[src/rtl/apb_alu_master_if.sv]
// ---------------------------------------------------------------------------
// apb_alu_master_if
// Bundles the three handshakes of the ALU APB initiator:
//   cmd_*  : command port, valid/ready (host -> initiator)
//   res_*  : response port, valid/ready (initiator -> host)
//   p*     : APB bus (initiator -> ALU CSR slave)
// modport master : the initiator's view (apb_alu_master)
// modport slave  : the surrounding environment's view (host + APB slave)
// ---------------------------------------------------------------------------
interface apb_alu_master_if #(
  parameter int APB_BUS_SIZE   = 32,
  parameter int OPERATION_SIZE = 2,
  parameter int ID_SIZE        = 8,
  parameter int FIFO_OUT_WIDTH = 25
);
  // command port
  logic                      cmd_valid;
  logic                      cmd_ready;
  logic [OPERATION_SIZE-1:0] cmd_op;
  logic [ID_SIZE-1:0]        cmd_id;
  logic [APB_BUS_SIZE-1:0]   cmd_data0;
  logic [APB_BUS_SIZE-1:0]   cmd_data1;
  // response port
  logic                      res_valid;
  logic                      res_ready;
  logic [FIFO_OUT_WIDTH-1:0] res_data;
  logic [ID_SIZE-1:0]        res_id;
  logic                      res_err;
  logic                      res_timeout;
  // APB
  logic [APB_BUS_SIZE-1:0]   paddr;
  logic                      psel;
  logic                      penable;
  logic                      pwrite;
  logic [APB_BUS_SIZE-1:0]   pwdata;
  logic [APB_BUS_SIZE-1:0]   prdata;
  logic                      pready;
  logic                      pslverr;

  modport master (
    input  cmd_valid, cmd_op, cmd_id, cmd_data0, cmd_data1,
    output cmd_ready,
    output res_valid, res_data, res_id, res_err, res_timeout,
    input  res_ready,
    output paddr, psel, penable, pwrite, pwdata,
    input  prdata, pready, pslverr
  );

  modport slave (
    output cmd_valid, cmd_op, cmd_id, cmd_data0, cmd_data1,
    input  cmd_ready,
    input  res_valid, res_data, res_id, res_err, res_timeout,
    output res_ready,
    input  paddr, psel, penable, pwrite, pwdata,
    output prdata, pready, pslverr
  );
endinterface

[src/rtl/apb_alu_master.sv]
// ---------------------------------------------------------------------------
// apb_alu_master
// APB initiator driving the ALU CSR slave. One command (op, id, two operands)
// is accepted on the cmd port; the block writes DATA_0, DATA_1, then CTRL with
// start set, polls STATUS until the FIFO_OUT-empty bit clears (bounded by
// POLL_MAX reads, POLL_GAP idle cycles apart), reads RESULT and presents it on
// the res port until consumed. A pslverr on any transfer aborts the command
// with res_err; exhausting the poll budget reports res_timeout.
// Ports:
//   clk  : clock, rising edge
//   rst  : synchronous active-high reset
//   bus  : apb_alu_master_if.master (cmd_*, res_*, APB signals)
// ---------------------------------------------------------------------------
module apb_alu_master #(
  parameter int APB_BUS_SIZE   = 32,
  parameter int OPERATION_SIZE = 2,
  parameter int ID_SIZE        = 8,
  parameter int FIFO_OUT_WIDTH = 25,
  parameter int POLL_MAX       = 16,
  parameter int POLL_GAP       = 0
) (
  input  logic            clk,
  input  logic            rst,
  apb_alu_master_if.master bus
);

  localparam int PW       = $clog2(POLL_MAX + 1);
  localparam int GW       = (POLL_GAP > 0) ? $clog2(POLL_GAP + 1) : 1;
  localparam int GAP_LAST = (POLL_GAP > 0) ? POLL_GAP - 1 : 0;

  localparam logic [APB_BUS_SIZE-1:0] ADDR_CTRL   = APB_BUS_SIZE'(32'h00);
  localparam logic [APB_BUS_SIZE-1:0] ADDR_DATA0  = APB_BUS_SIZE'(32'h04);
  localparam logic [APB_BUS_SIZE-1:0] ADDR_DATA1  = APB_BUS_SIZE'(32'h08);
  localparam logic [APB_BUS_SIZE-1:0] ADDR_RESULT = APB_BUS_SIZE'(32'h0C);
  localparam logic [APB_BUS_SIZE-1:0] ADDR_STATUS = APB_BUS_SIZE'(32'h10);

  typedef enum logic [2:0] {
    S_IDLE, S_SETUP, S_ACCESS, S_GAP, S_RESP
  } state_t;

  typedef enum logic [2:0] {
    WR_D0, WR_D1, WR_CTRL, RD_STATUS, RD_RESULT
  } step_t;

  state_t                    state_q, state_d;
  step_t                     step_q, step_d;
  logic [PW-1:0]             poll_q, poll_d;
  logic [GW-1:0]             gap_q, gap_d;
  logic [OPERATION_SIZE-1:0] op_q, op_d;
  logic [ID_SIZE-1:0]        id_q, id_d;
  logic [APB_BUS_SIZE-1:0]   d0_q, d0_d;
  logic [APB_BUS_SIZE-1:0]   d1_q, d1_d;
  logic [FIFO_OUT_WIDTH-1:0] res_data_q, res_data_d;
  logic [ID_SIZE-1:0]        res_id_q, res_id_d;
  logic                      res_err_q, res_err_d;
  logic                      res_to_q, res_to_d;
  logic [APB_BUS_SIZE-1:0]   ctrl_word;
  logic [PW-1:0]             poll_inc;

  // Only the low FIFO_OUT_WIDTH bits and bit0 of prdata carry meaning.
  logic unused_prdata;
  assign unused_prdata = ^bus.prdata;

  // CTRL = {.., id at [15:8], op at [OPERATION_SIZE:1], start at bit0}
  always_comb begin
    ctrl_word                   = '0;
    ctrl_word[0]                = 1'b1;
    ctrl_word[OPERATION_SIZE:1] = op_q;
    ctrl_word[8 +: ID_SIZE]     = id_q;
  end

  assign poll_inc = poll_q + 1'b1;

  always_ff @(posedge clk) begin
    if (rst) begin
      state_q    <= S_IDLE;
      step_q     <= WR_D0;
      poll_q     <= '0;
      gap_q      <= '0;
      op_q       <= '0;
      id_q       <= '0;
      d0_q       <= '0;
      d1_q       <= '0;
      res_data_q <= '0;
      res_id_q   <= '0;
      res_err_q  <= 1'b0;
      res_to_q   <= 1'b0;
    end else begin
      state_q    <= state_d;
      step_q     <= step_d;
      poll_q     <= poll_d;
      gap_q      <= gap_d;
      op_q       <= op_d;
      id_q       <= id_d;
      d0_q       <= d0_d;
      d1_q       <= d1_d;
      res_data_q <= res_data_d;
      res_id_q   <= res_id_d;
      res_err_q  <= res_err_d;
      res_to_q   <= res_to_d;
    end
  end

  always_comb begin
    state_d    = state_q;
    step_d     = step_q;
    poll_d     = poll_q;
    gap_d      = gap_q;
    op_d       = op_q;
    id_d       = id_q;
    d0_d       = d0_q;
    d1_d       = d1_q;
    res_data_d = res_data_q;
    res_id_d   = res_id_q;
    res_err_d  = res_err_q;
    res_to_d   = res_to_q;

    case (state_q)
      S_IDLE: begin
        if (bus.cmd_valid) begin
          op_d    = bus.cmd_op;
          id_d    = bus.cmd_id;
          d0_d    = bus.cmd_data0;
          d1_d    = bus.cmd_data1;
          poll_d  = '0;
          step_d  = WR_D0;
          state_d = S_SETUP;
        end
      end

      S_SETUP: state_d = S_ACCESS;

      S_ACCESS: begin
        if (bus.pready) begin
          if (bus.pslverr) begin
            res_err_d  = 1'b1;
            res_data_d = '0;
            res_id_d   = id_q;
            state_d    = S_RESP;
          end else begin
            case (step_q)
              WR_D0:   begin step_d = WR_D1;     state_d = S_SETUP; end
              WR_D1:   begin step_d = WR_CTRL;   state_d = S_SETUP; end
              WR_CTRL: begin step_d = RD_STATUS; state_d = S_SETUP; end
              RD_STATUS: begin
                if (bus.prdata[0]) begin
                  // FIFO_OUT still empty: count this poll, give up at the budget
                  poll_d = poll_inc;
                  if (poll_inc == PW'(POLL_MAX)) begin
                    res_to_d   = 1'b1;
                    res_data_d = '0;
                    res_id_d   = id_q;
                    state_d    = S_RESP;
                  end else if (POLL_GAP == 0) begin
                    state_d = S_SETUP;
                  end else begin
                    gap_d   = '0;
                    state_d = S_GAP;
                  end
                end else begin
                  step_d  = RD_RESULT;
                  state_d = S_SETUP;
                end
              end
              RD_RESULT: begin
                res_data_d = bus.prdata[FIFO_OUT_WIDTH-1:0];
                res_id_d   = id_q;
                state_d    = S_RESP;
              end
              default: state_d = S_IDLE;
            endcase
          end
        end
      end

      S_GAP: begin
        if (gap_q == GW'(GAP_LAST)) begin
          state_d = S_SETUP;
        end else begin
          gap_d = gap_q + 1'b1;
        end
      end

      S_RESP: begin
        if (bus.res_ready) begin
          res_data_d = '0;
          res_id_d   = '0;
          res_err_d  = 1'b0;
          res_to_d   = 1'b0;
          state_d    = S_IDLE;
        end
      end

      default: state_d = S_IDLE;
    endcase
  end

  // APB and handshake outputs decode from the registered state, so a reset
  // edge removes psel/penable immediately.
  always_comb begin
    bus.cmd_ready   = (state_q == S_IDLE);
    bus.res_valid   = (state_q == S_RESP);
    bus.res_data    = res_data_q;
    bus.res_id      = res_id_q;
    bus.res_err     = res_err_q;
    bus.res_timeout = res_to_q;
    bus.psel        = (state_q == S_SETUP) || (state_q == S_ACCESS);
    bus.penable     = (state_q == S_ACCESS);
    bus.paddr       = '0;
    bus.pwrite      = 1'b0;
    bus.pwdata      = '0;
    if (bus.psel) begin
      case (step_q)
        WR_D0:     begin bus.paddr = ADDR_DATA0; bus.pwrite = 1'b1; bus.pwdata = d0_q; end
        WR_D1:     begin bus.paddr = ADDR_DATA1; bus.pwrite = 1'b1; bus.pwdata = d1_q; end
        WR_CTRL:   begin bus.paddr = ADDR_CTRL;  bus.pwrite = 1'b1; bus.pwdata = ctrl_word; end
        RD_STATUS: bus.paddr = ADDR_STATUS;
        RD_RESULT: bus.paddr = ADDR_RESULT;
        default:   bus.paddr = '0;
      endcase
    end
  end

endmodule

[src/flat_wrapper.sv]
// flat-port wrapper written by rule: the top's interface ports become plain ports
module apb_alu_master_flat 
#(
  parameter int APB_BUS_SIZE   = 32,
  parameter int OPERATION_SIZE = 2,
  parameter int ID_SIZE        = 8,
  parameter int FIFO_OUT_WIDTH = 25,
  parameter int POLL_MAX       = 16,
  parameter int POLL_GAP       = 0
)
  (clk, rst, bus_cmd_valid, bus_cmd_op, bus_cmd_id, bus_cmd_data0, bus_cmd_data1, bus_cmd_ready, bus_res_valid, bus_res_data, bus_res_id, bus_res_err, bus_res_timeout, bus_res_ready, bus_paddr, bus_psel, bus_penable, bus_pwrite, bus_pwdata, bus_prdata, bus_pready, bus_pslverr);
  apb_alu_master_if #(.APB_BUS_SIZE(APB_BUS_SIZE), .OPERATION_SIZE(OPERATION_SIZE), .ID_SIZE(ID_SIZE), .FIFO_OUT_WIDTH(FIFO_OUT_WIDTH)) bus_i ();
  input  logic clk;
  input  logic rst;
  input wire logic [$bits(bus_i.cmd_valid)-1:0] bus_cmd_valid;
  input wire logic [$bits(bus_i.cmd_op)-1:0] bus_cmd_op;
  input wire logic [$bits(bus_i.cmd_id)-1:0] bus_cmd_id;
  input wire logic [$bits(bus_i.cmd_data0)-1:0] bus_cmd_data0;
  input wire logic [$bits(bus_i.cmd_data1)-1:0] bus_cmd_data1;
  output wire logic [$bits(bus_i.cmd_ready)-1:0] bus_cmd_ready;
  output wire logic [$bits(bus_i.res_valid)-1:0] bus_res_valid;
  output wire logic [$bits(bus_i.res_data)-1:0] bus_res_data;
  output wire logic [$bits(bus_i.res_id)-1:0] bus_res_id;
  output wire logic [$bits(bus_i.res_err)-1:0] bus_res_err;
  output wire logic [$bits(bus_i.res_timeout)-1:0] bus_res_timeout;
  input wire logic [$bits(bus_i.res_ready)-1:0] bus_res_ready;
  output wire logic [$bits(bus_i.paddr)-1:0] bus_paddr;
  output wire logic [$bits(bus_i.psel)-1:0] bus_psel;
  output wire logic [$bits(bus_i.penable)-1:0] bus_penable;
  output wire logic [$bits(bus_i.pwrite)-1:0] bus_pwrite;
  output wire logic [$bits(bus_i.pwdata)-1:0] bus_pwdata;
  input wire logic [$bits(bus_i.prdata)-1:0] bus_prdata;
  input wire logic [$bits(bus_i.pready)-1:0] bus_pready;
  input wire logic [$bits(bus_i.pslverr)-1:0] bus_pslverr;
  assign bus_i.cmd_valid = bus_cmd_valid;
  assign bus_i.cmd_op = bus_cmd_op;
  assign bus_i.cmd_id = bus_cmd_id;
  assign bus_i.cmd_data0 = bus_cmd_data0;
  assign bus_i.cmd_data1 = bus_cmd_data1;
  assign bus_cmd_ready = bus_i.cmd_ready;
  assign bus_res_valid = bus_i.res_valid;
  assign bus_res_data = bus_i.res_data;
  assign bus_res_id = bus_i.res_id;
  assign bus_res_err = bus_i.res_err;
  assign bus_res_timeout = bus_i.res_timeout;
  assign bus_i.res_ready = bus_res_ready;
  assign bus_paddr = bus_i.paddr;
  assign bus_psel = bus_i.psel;
  assign bus_penable = bus_i.penable;
  assign bus_pwrite = bus_i.pwrite;
  assign bus_pwdata = bus_i.pwdata;
  assign bus_i.prdata = bus_prdata;
  assign bus_i.pready = bus_pready;
  assign bus_i.pslverr = bus_pslverr;
  apb_alu_master #(.APB_BUS_SIZE(APB_BUS_SIZE), .OPERATION_SIZE(OPERATION_SIZE), .ID_SIZE(ID_SIZE), .FIFO_OUT_WIDTH(FIFO_OUT_WIDTH), .POLL_MAX(POLL_MAX), .POLL_GAP(POLL_GAP)) u_core (.clk(clk), .rst(rst), .bus(bus_i));
endmodule
[config.mk]
export PLATFORM = sky130hd
export DESIGN_NAME = apb_alu_master_flat
export DESIGN_NICKNAME = d
export VERILOG_FILES = /design/src/rtl/apb_alu_master_if.sv /design/src/rtl/apb_alu_master.sv /design/src/flat_wrapper.sv
export SDC_FILE = /design/constraint.sdc
export NUM_CORES = 1
export LEC_CHECK = 0
export ABC_CLOCK_PERIOD_IN_PS = 5700
export CORE_MARGIN = 1
export CORE_UTILIZATION = 48
export DETAILED_ROUTE_END_ITERATION = 10
export PLACE_DENSITY = 0.86
export RECOVER_POWER = 100
export REMOVE_ABC_BUFFERS = 1
export SLEW_MARGIN = 15
export SYNTH_ARGS = -nofsm -noshare
export SYNTH_HDL_FRONTEND = slang
export SYNTH_SLANG_ARGS = --single-unit
[constraint.sdc]
create_clock -name clk -period 5.7 [get_ports clk]
set_input_delay 1.14 -clock clk [delete_from_list [all_inputs] [get_ports clk]]
set_output_delay 1.14 -clock clk [all_outputs]
set_load 0.01 [all_outputs]
==> reports/results.ini, run 1 <==
[floorplanning]
coreArea_um2 = 11420
dieHeight_um = 110.4
fp-row-count = 39
start_util_pct = 49.36
io_pins = 216
die_area_um2 = 12180
fp.dieW_um = 110.4

[clocking]
ctsHoldBuffers = 0
h-tree-depth = 4
path_clk_slew_ns = 0.05
cts_tree = done
cts_buffer_depth = 2
ctsResizeCount = 0
clock_latency_ns = 0.41
cts_buffers = 17
cts_setup_buffers = 0
root_buffer = clkbuf_16
cts.sinks = 120

[sta]
hold_violations = 0
fin_crit_sh_pct = 85.41
worst_slew_pin_slew_ns = 1.840
fin_skew_ns = 0.007403
rsz0062_at_grt = no
relSlewSlack_pct = -22.72
fin_setup_tns_ns = 0
slew_violations = 100
finalSetupViolations = 0
min_period_ns = 4.868
clock.fmax_mhz = 205.4
layout_setup_ws_ns = 0.8318

[worst_hold_path]
hp-class = flop to flop

[power]
powerDensity_nw_per_um2 = 284.7
leakage_nw = 3.274
vdd_ir_drop_max_uv = 144.5

[cells_and_area]
fill_cells = 943
fin_nets = 973
drive_gt1_share_pct = 6.307
layout_common_cells = 180 x nand2_1, 120 x dfxtp_1, 102 x clkdlybuf4s50_1
antenna_cells = 0
syn2layout_area_growth_pct = 39.22
regArea_um2 = 2402
multiInputGateArea_um2 = 2823
final_common_cell = nand2_1
finish.utilization_pct = 68.73

[place]
dp_worst_setup_slack_ns = 1.953
dp_hpwl_um = 9625
io_buffers = 179
gp_congestion = 0.8048

[logic_synthesis]
syn_area_um2 = 5637
ys_ff_latch = 120
synth_ff_type = dfxtp_1
yosysUniqueCellTypes = 52
avgSynthCellArea_um2 = 8.007
synth_enable_flop_cells = 0
yosys_warnings = 0
async_reset_ff_share_pct = 0
synth_cells = 704
seq_area_frac_synth_pct = 42.62

[global_routing]
use_met3_pct = 9.406
grtUsageTotal_pct = 24.56
grt_util_met1_pct = 28.20
grt_max_degree = 75
use_met2_pct = 40.91
top_usage_layer = met2
antenna_found_initial = 0
grt_pass1_wl_um = 22870
grt_pass1_vias = 4866
gr-total-overflow = 0

[route]
drcViolationCount = 0
routed_via_density = 5.112
finalWirelength_um = 14620
wire_per_inst_um = 14.41
drt_iter0_drc = 285
first_pass_iters = 5
vias = 5189
antenna_left = 0

[worst_setup_path]
start_kind = flop
end_kind = output pin
worstPathRequired_ns = 4.56
crit_fanout = 32
worstPathArrival_ns = 3.73
path_class = flop to output pin

[job]
maxCapViolCount = 3

[run_status]
status = finished, violations left
violations = capacitance limit, slew limit

## flip-flops by register name, indices dropped and copies added (netlist names)
register and flops:
u_core.bus.res_err 1, u_core.bus.res_id 8, u_core.op_q 2, u_core.d1_q 32, u_core.step_q 3, u_core.bus.res_timeout 1, u_core.id_q 8, u_core.poll_q 5
u_core.d0_q 32, u_core.bus.res_data 25, u_core.state_q 3
## routing by layer
layer  part of all wire [%]  vias up
met4                    1.3        0
met5                      0        -
met2                     48      204
met3                     11       14
met1                     40     2361
li1                       -     2610
## cell usage after synthesis (all sizes together) (5+ instances only)
cell / n / area, um^2
o21ai: 5 / 25.02
a21oi: 91 / 455.4
nand2b: 37 / 234.0
or3b: 10 / 87.59
a22oi: 21 / 157.7
nor2: 52 / 195.2
clkbuf: 35 / 141.4
inv: 6 / 22.52
mux2i: 44 / 444.2
nor3: 13 / 65.06
buf: 46 / 355.3
nand2: 181 / 681.9
dfxtp: 120 / 2402
## path summary, 6_finish.rpt
path / startpoint / to / slack (ns) / cells past startpoint
setup reg to reg: u_core.step_q[0] / u_core.bus.res_data[12] / 2.40 / 5
setup / recovery: u_core.step_q[0] / bus_pwdata[22] / 0.83 / 5
hold reg to reg: u_core.d0_q[31] / u_core.d0_q[31] / 0.45 / 2
hold / removal: u_core.d0_q[31] / u_core.d0_q[31] / 0.45 / 2
## critical path, stage by stage (launching register included)
cell and delay [ns]:
dfxtp_1 0.84, buf_4 0.29, a211o_1 0.13, clkbuf_1 1.21, nor2_1 0.15, dlygate4sd3_1 0.70
## cell type report
cell class / instances / share of cell area, %
Inverter: 6 / 0.2870
Timing Repair Buffer: 189 / 23.66
Tap cell: 143 / 2.280
Clock buffer: 19 / 5.517
Sequential cell: 120 / 30.61
Multi-Input combinational cell: 525 / 35.97
Clock inverter: 13 / 1.674
## cells by family (layout without fill, tap and decap cells)
kind of cell	count (synthesis)	count (layout)	synth area share [%]
AO/OA/AOI/OAI	136	136	14.32
other	1	29	0.06653
buffers and inverters	87	227	9.212
AND/OR/NAND/NOR	313	313	25.31
flip-flops	120	120	42.62
XOR/XNOR	1	1	0.1554
multiplexers	44	44	7.880
adder cells (fa/ha/maj)	2	2	0.4439
## report_power, final
| part | total (mW) | leakage (nW) | switching [mW] | internal [mW] |
|---|---|---|---|---|
| Clock | 1.02 | 0.265 | 0.383 | 0.639 |
| Combinational | 0.304 | 2.03 | 0.158 | 0.146 |
| Sequential | 0.909 | 0.978 | 0.0258 | 0.883 |
## stage by stage
| stage | cell area [um^2] | instances | total power, mW | hold slack [ns] |
|---|---|---|---|---|
| 6_report | 7848 | 1015 | 2.234 | 0.4532 |
| 5_1_grt | 7848 | 1015 | 2.339 | 0.4723 |
| 4_1_cts | 7868 | 1015 | 2.258 | 0.4541 |
| 3_5_place_dp | 7303 | 983 | 1.237 | 0.4462 |
| 3_3_place_gp | 7303 | 983 | 1.232 | 0.4409 |
| 2_1_floorplan | 5245 | 651 | 1.073 | 0.4296 |
(Power assumes the default switching activity.)
==> run 2, diff against run 1 <==
--- a/config.mk
+++ b/config.mk
@@ -12,6 +12,7 @@
 export PLACE_DENSITY = 0.86
 export RECOVER_POWER = 100
 export REMOVE_ABC_BUFFERS = 1
+export SETUP_SLACK_MARGIN = 0.15
 export SLEW_MARGIN = 15
 export SYNTH_ARGS = -nofsm -noshare
 export SYNTH_HDL_FRONTEND = slang
==> results of run 2 <==
Same layout as run 1: the final DEF is identical, and so are final timing and power.
==> run 3, diff against run 2 <==
--- a/config.mk
+++ b/config.mk
@@ -9,7 +9,7 @@
 export CORE_MARGIN = 1
 export CORE_UTILIZATION = 48
 export DETAILED_ROUTE_END_ITERATION = 10
-export PLACE_DENSITY = 0.86
+export PLACE_DENSITY_LB_ADDON = 0.12
 export RECOVER_POWER = 100
 export REMOVE_ABC_BUFFERS = 1
 export SETUP_SLACK_MARGIN = 0.15
==> run 3 against run 2 <==
  * The flow still finishes with violations (capacitance limit, slew limit)
  * Design area decreased by 0.45%
  * Sequential power about the same
  * Global-route usage decreased by 0.77 points
  * First-iteration DRC count decreased by 4.9%
  * Combinational power about the same
  * Clock skew increased by 0.0019 ns
  * Via count increased by 0.48%
  * Die area unchanged
  * Hold slack got worse by 0.0026 ns
  * Core utilization decreased by 0.31 points
  * Clock-buffer cell count increased by 7
  * Flip-flop and latch count unchanged
  * Largest power group unchanged
  * Highest routed layer unchanged
==> reports/results.ini, run 3 (same netlist as run 1, synthesis figures left out) <==
[sta]
slew_violations = 74
finalSetupViolations = 0
fin_setup_tns_ns = 0
fin_crit_sh_pct = 74.74
worst_slew_pin_slew_ns = 2.108
relSlewSlack_pct = -40.61
min_period_ns = 4.260
rsz0062_at_grt = no
fin_skew_ns = 0.009288
clock.fmax_mhz = 234.7
hold_violations = 0

[floorplanning]
fp-row-count = 39
io_pins = 216
fp.dieW_um = 110.4
dieHeight_um = 110.4
die_area_um2 = 12180
coreArea_um2 = 11420
start_util_pct = 49.36

[worst_setup_path]
start_kind = flop
cp_slowest_cell = a211o_1
crit_chain = nand2b_1, a21o_1, a211o_1, nor2_1, dlygate4sd3_1
slowest_delay_ns = 0.88
end_kind = output pin
rrSetupSlack_ns = 2.35
crit_fanout = 32
worstPathArrival_ns = 3.12
worstPathRequired_ns = 4.56
path_class = flop to output pin

[clocking]
ctsHoldBuffers = 0
cts_setup_buffers = 0
clock_latency_ns = 0.41
cts_buffers = 17
root_buffer = clkbuf_16
h-tree-depth = 4
cts_tree = done
cts_buffer_depth = 2
cts.sinks = 120
path_clk_slew_ns = 0.05
ctsResizeCount = 0

[route]
drt_iter0_drc = 271
first_pass_iters = 5
vias = 5214
antenna_left = 0
wire_per_inst_um = 14.18
routed_via_density = 5.157
finalWirelength_um = 14340
drcViolationCount = 0

[place]
dp_hpwl_um = 9597
gp_congestion = 0.8598
placed_cell_area_um2 = 7283
io_buffers = 179

[cells_and_area]
antenna_cells = 0
fill_cells = 959
layout_common_cells = 180 x nand2_1, 120 x dfxtp_1, 100 x clkdlybuf4s50_1
syn2layout_area_growth_pct = 38.60
final_common_cell = nand2_1
drive_gt1_share_pct = 5.760
fin_nets = 972
design_area_um2 = 7812

[global_routing]
grt_pass1_wl_um = 22220
grt_max_degree = 73
grt_pass1_vias = 4920
gr-total-overflow = 0
grtUsageTotal_pct = 23.79
antenna_found_initial = 0

[power]
vdd_ir_drop_max_uv = 189.1
powerDensity_nw_per_um2 = 278.3
leakage_nw = 3.279

[run_status]
status = finished, violations left
violations = capacitance limit, slew limit

[job]
maxCapViolCount = 2

[worst_hold_path]
hp-class = flop to flop

[run 3: cell types whose count changed in the layout (fill, tap and decap cells not counted), sizes merged]
cell,previous run,this run
bufinv,2,0
clkbuf,21,27
clkdlybuf4s50,102,100
dlygate4sd3,76,78
clkinv,6,3
clkinvlp,5,0
[run 3: through the flow]
stage | setup WS (ns) | instances | hold WS [ns] | util [%] | power (mW)
2_1_floorplan | 2.435 | 651 | 0.4296 | - | 1.073
3_3_place_gp | 2.044 | 981 | 0.4411 | 63.78 | 1.227
3_5_place_dp | 1.962 | 981 | 0.4456 | 63.78 | 1.235
4_1_cts | 1.520 | 1010 | 0.4531 | 68.46 | 2.199
5_1_grt | 1.200 | 1011 | 0.4728 | 68.42 | 2.268
6_report | 1.440 | 1011 | 0.4506 | 68.42 | 2.174
[run 3: cell type report]
cell class	count	area (um^2)	area share (%)
multi-input combinational	525	2818	36.07
timing repair buffer	188	1857	23.77
tap	143	178.9	2.290
clock buffer	26	519.2	6.646
inverter	6	22.52	0.2883
clock inverter	3	15.01	0.1922
sequential	120	2402	30.75
[run 3: path summary, 6_finish.rpt]
kind / cells after the start / from / endpoint
worst max-delay path: 5 / u_core.state_q[1] / bus_pwdata[4]
worst max register to register: 5 / u_core.state_q[1] / u_core.d1_q[16]
worst min-delay path: 2 / u_core.d0_q[10] / u_core.d0_q[10]
worst min register to register: 2 / u_core.d0_q[10] / u_core.d0_q[10]
[run 3: power by group]
group	leakage [nW]	switching [mW]	total [mW]	internal, mW
sequential	0.978	0.0253	0.909	0.884
clock	0.268	0.347	0.961	0.614
combinational	2.03	0.158	0.304	0.146
total	3.28	0.530	2.17	1.64
[run 3: worst max-delay path, delay by kind of cell (launching register included)]
family	cells	cell delay, ns
compound gates	2	1.10
buf+inv	1	0.65
flops	1	0.59
simple gates	2	0.35
[run 3: metal layers]
layer  vias up  global-route usage [%]  wire length [um]  share of wire (%)
met4         0                   10.06               190                1.3
met3        14                   8.172              1230                8.6
met2       186                   40.64              6910                 48
li1       2606                       -                 -                  -
met5         -                       0                 0                  0
met1      2408                   26.91              6004                 42
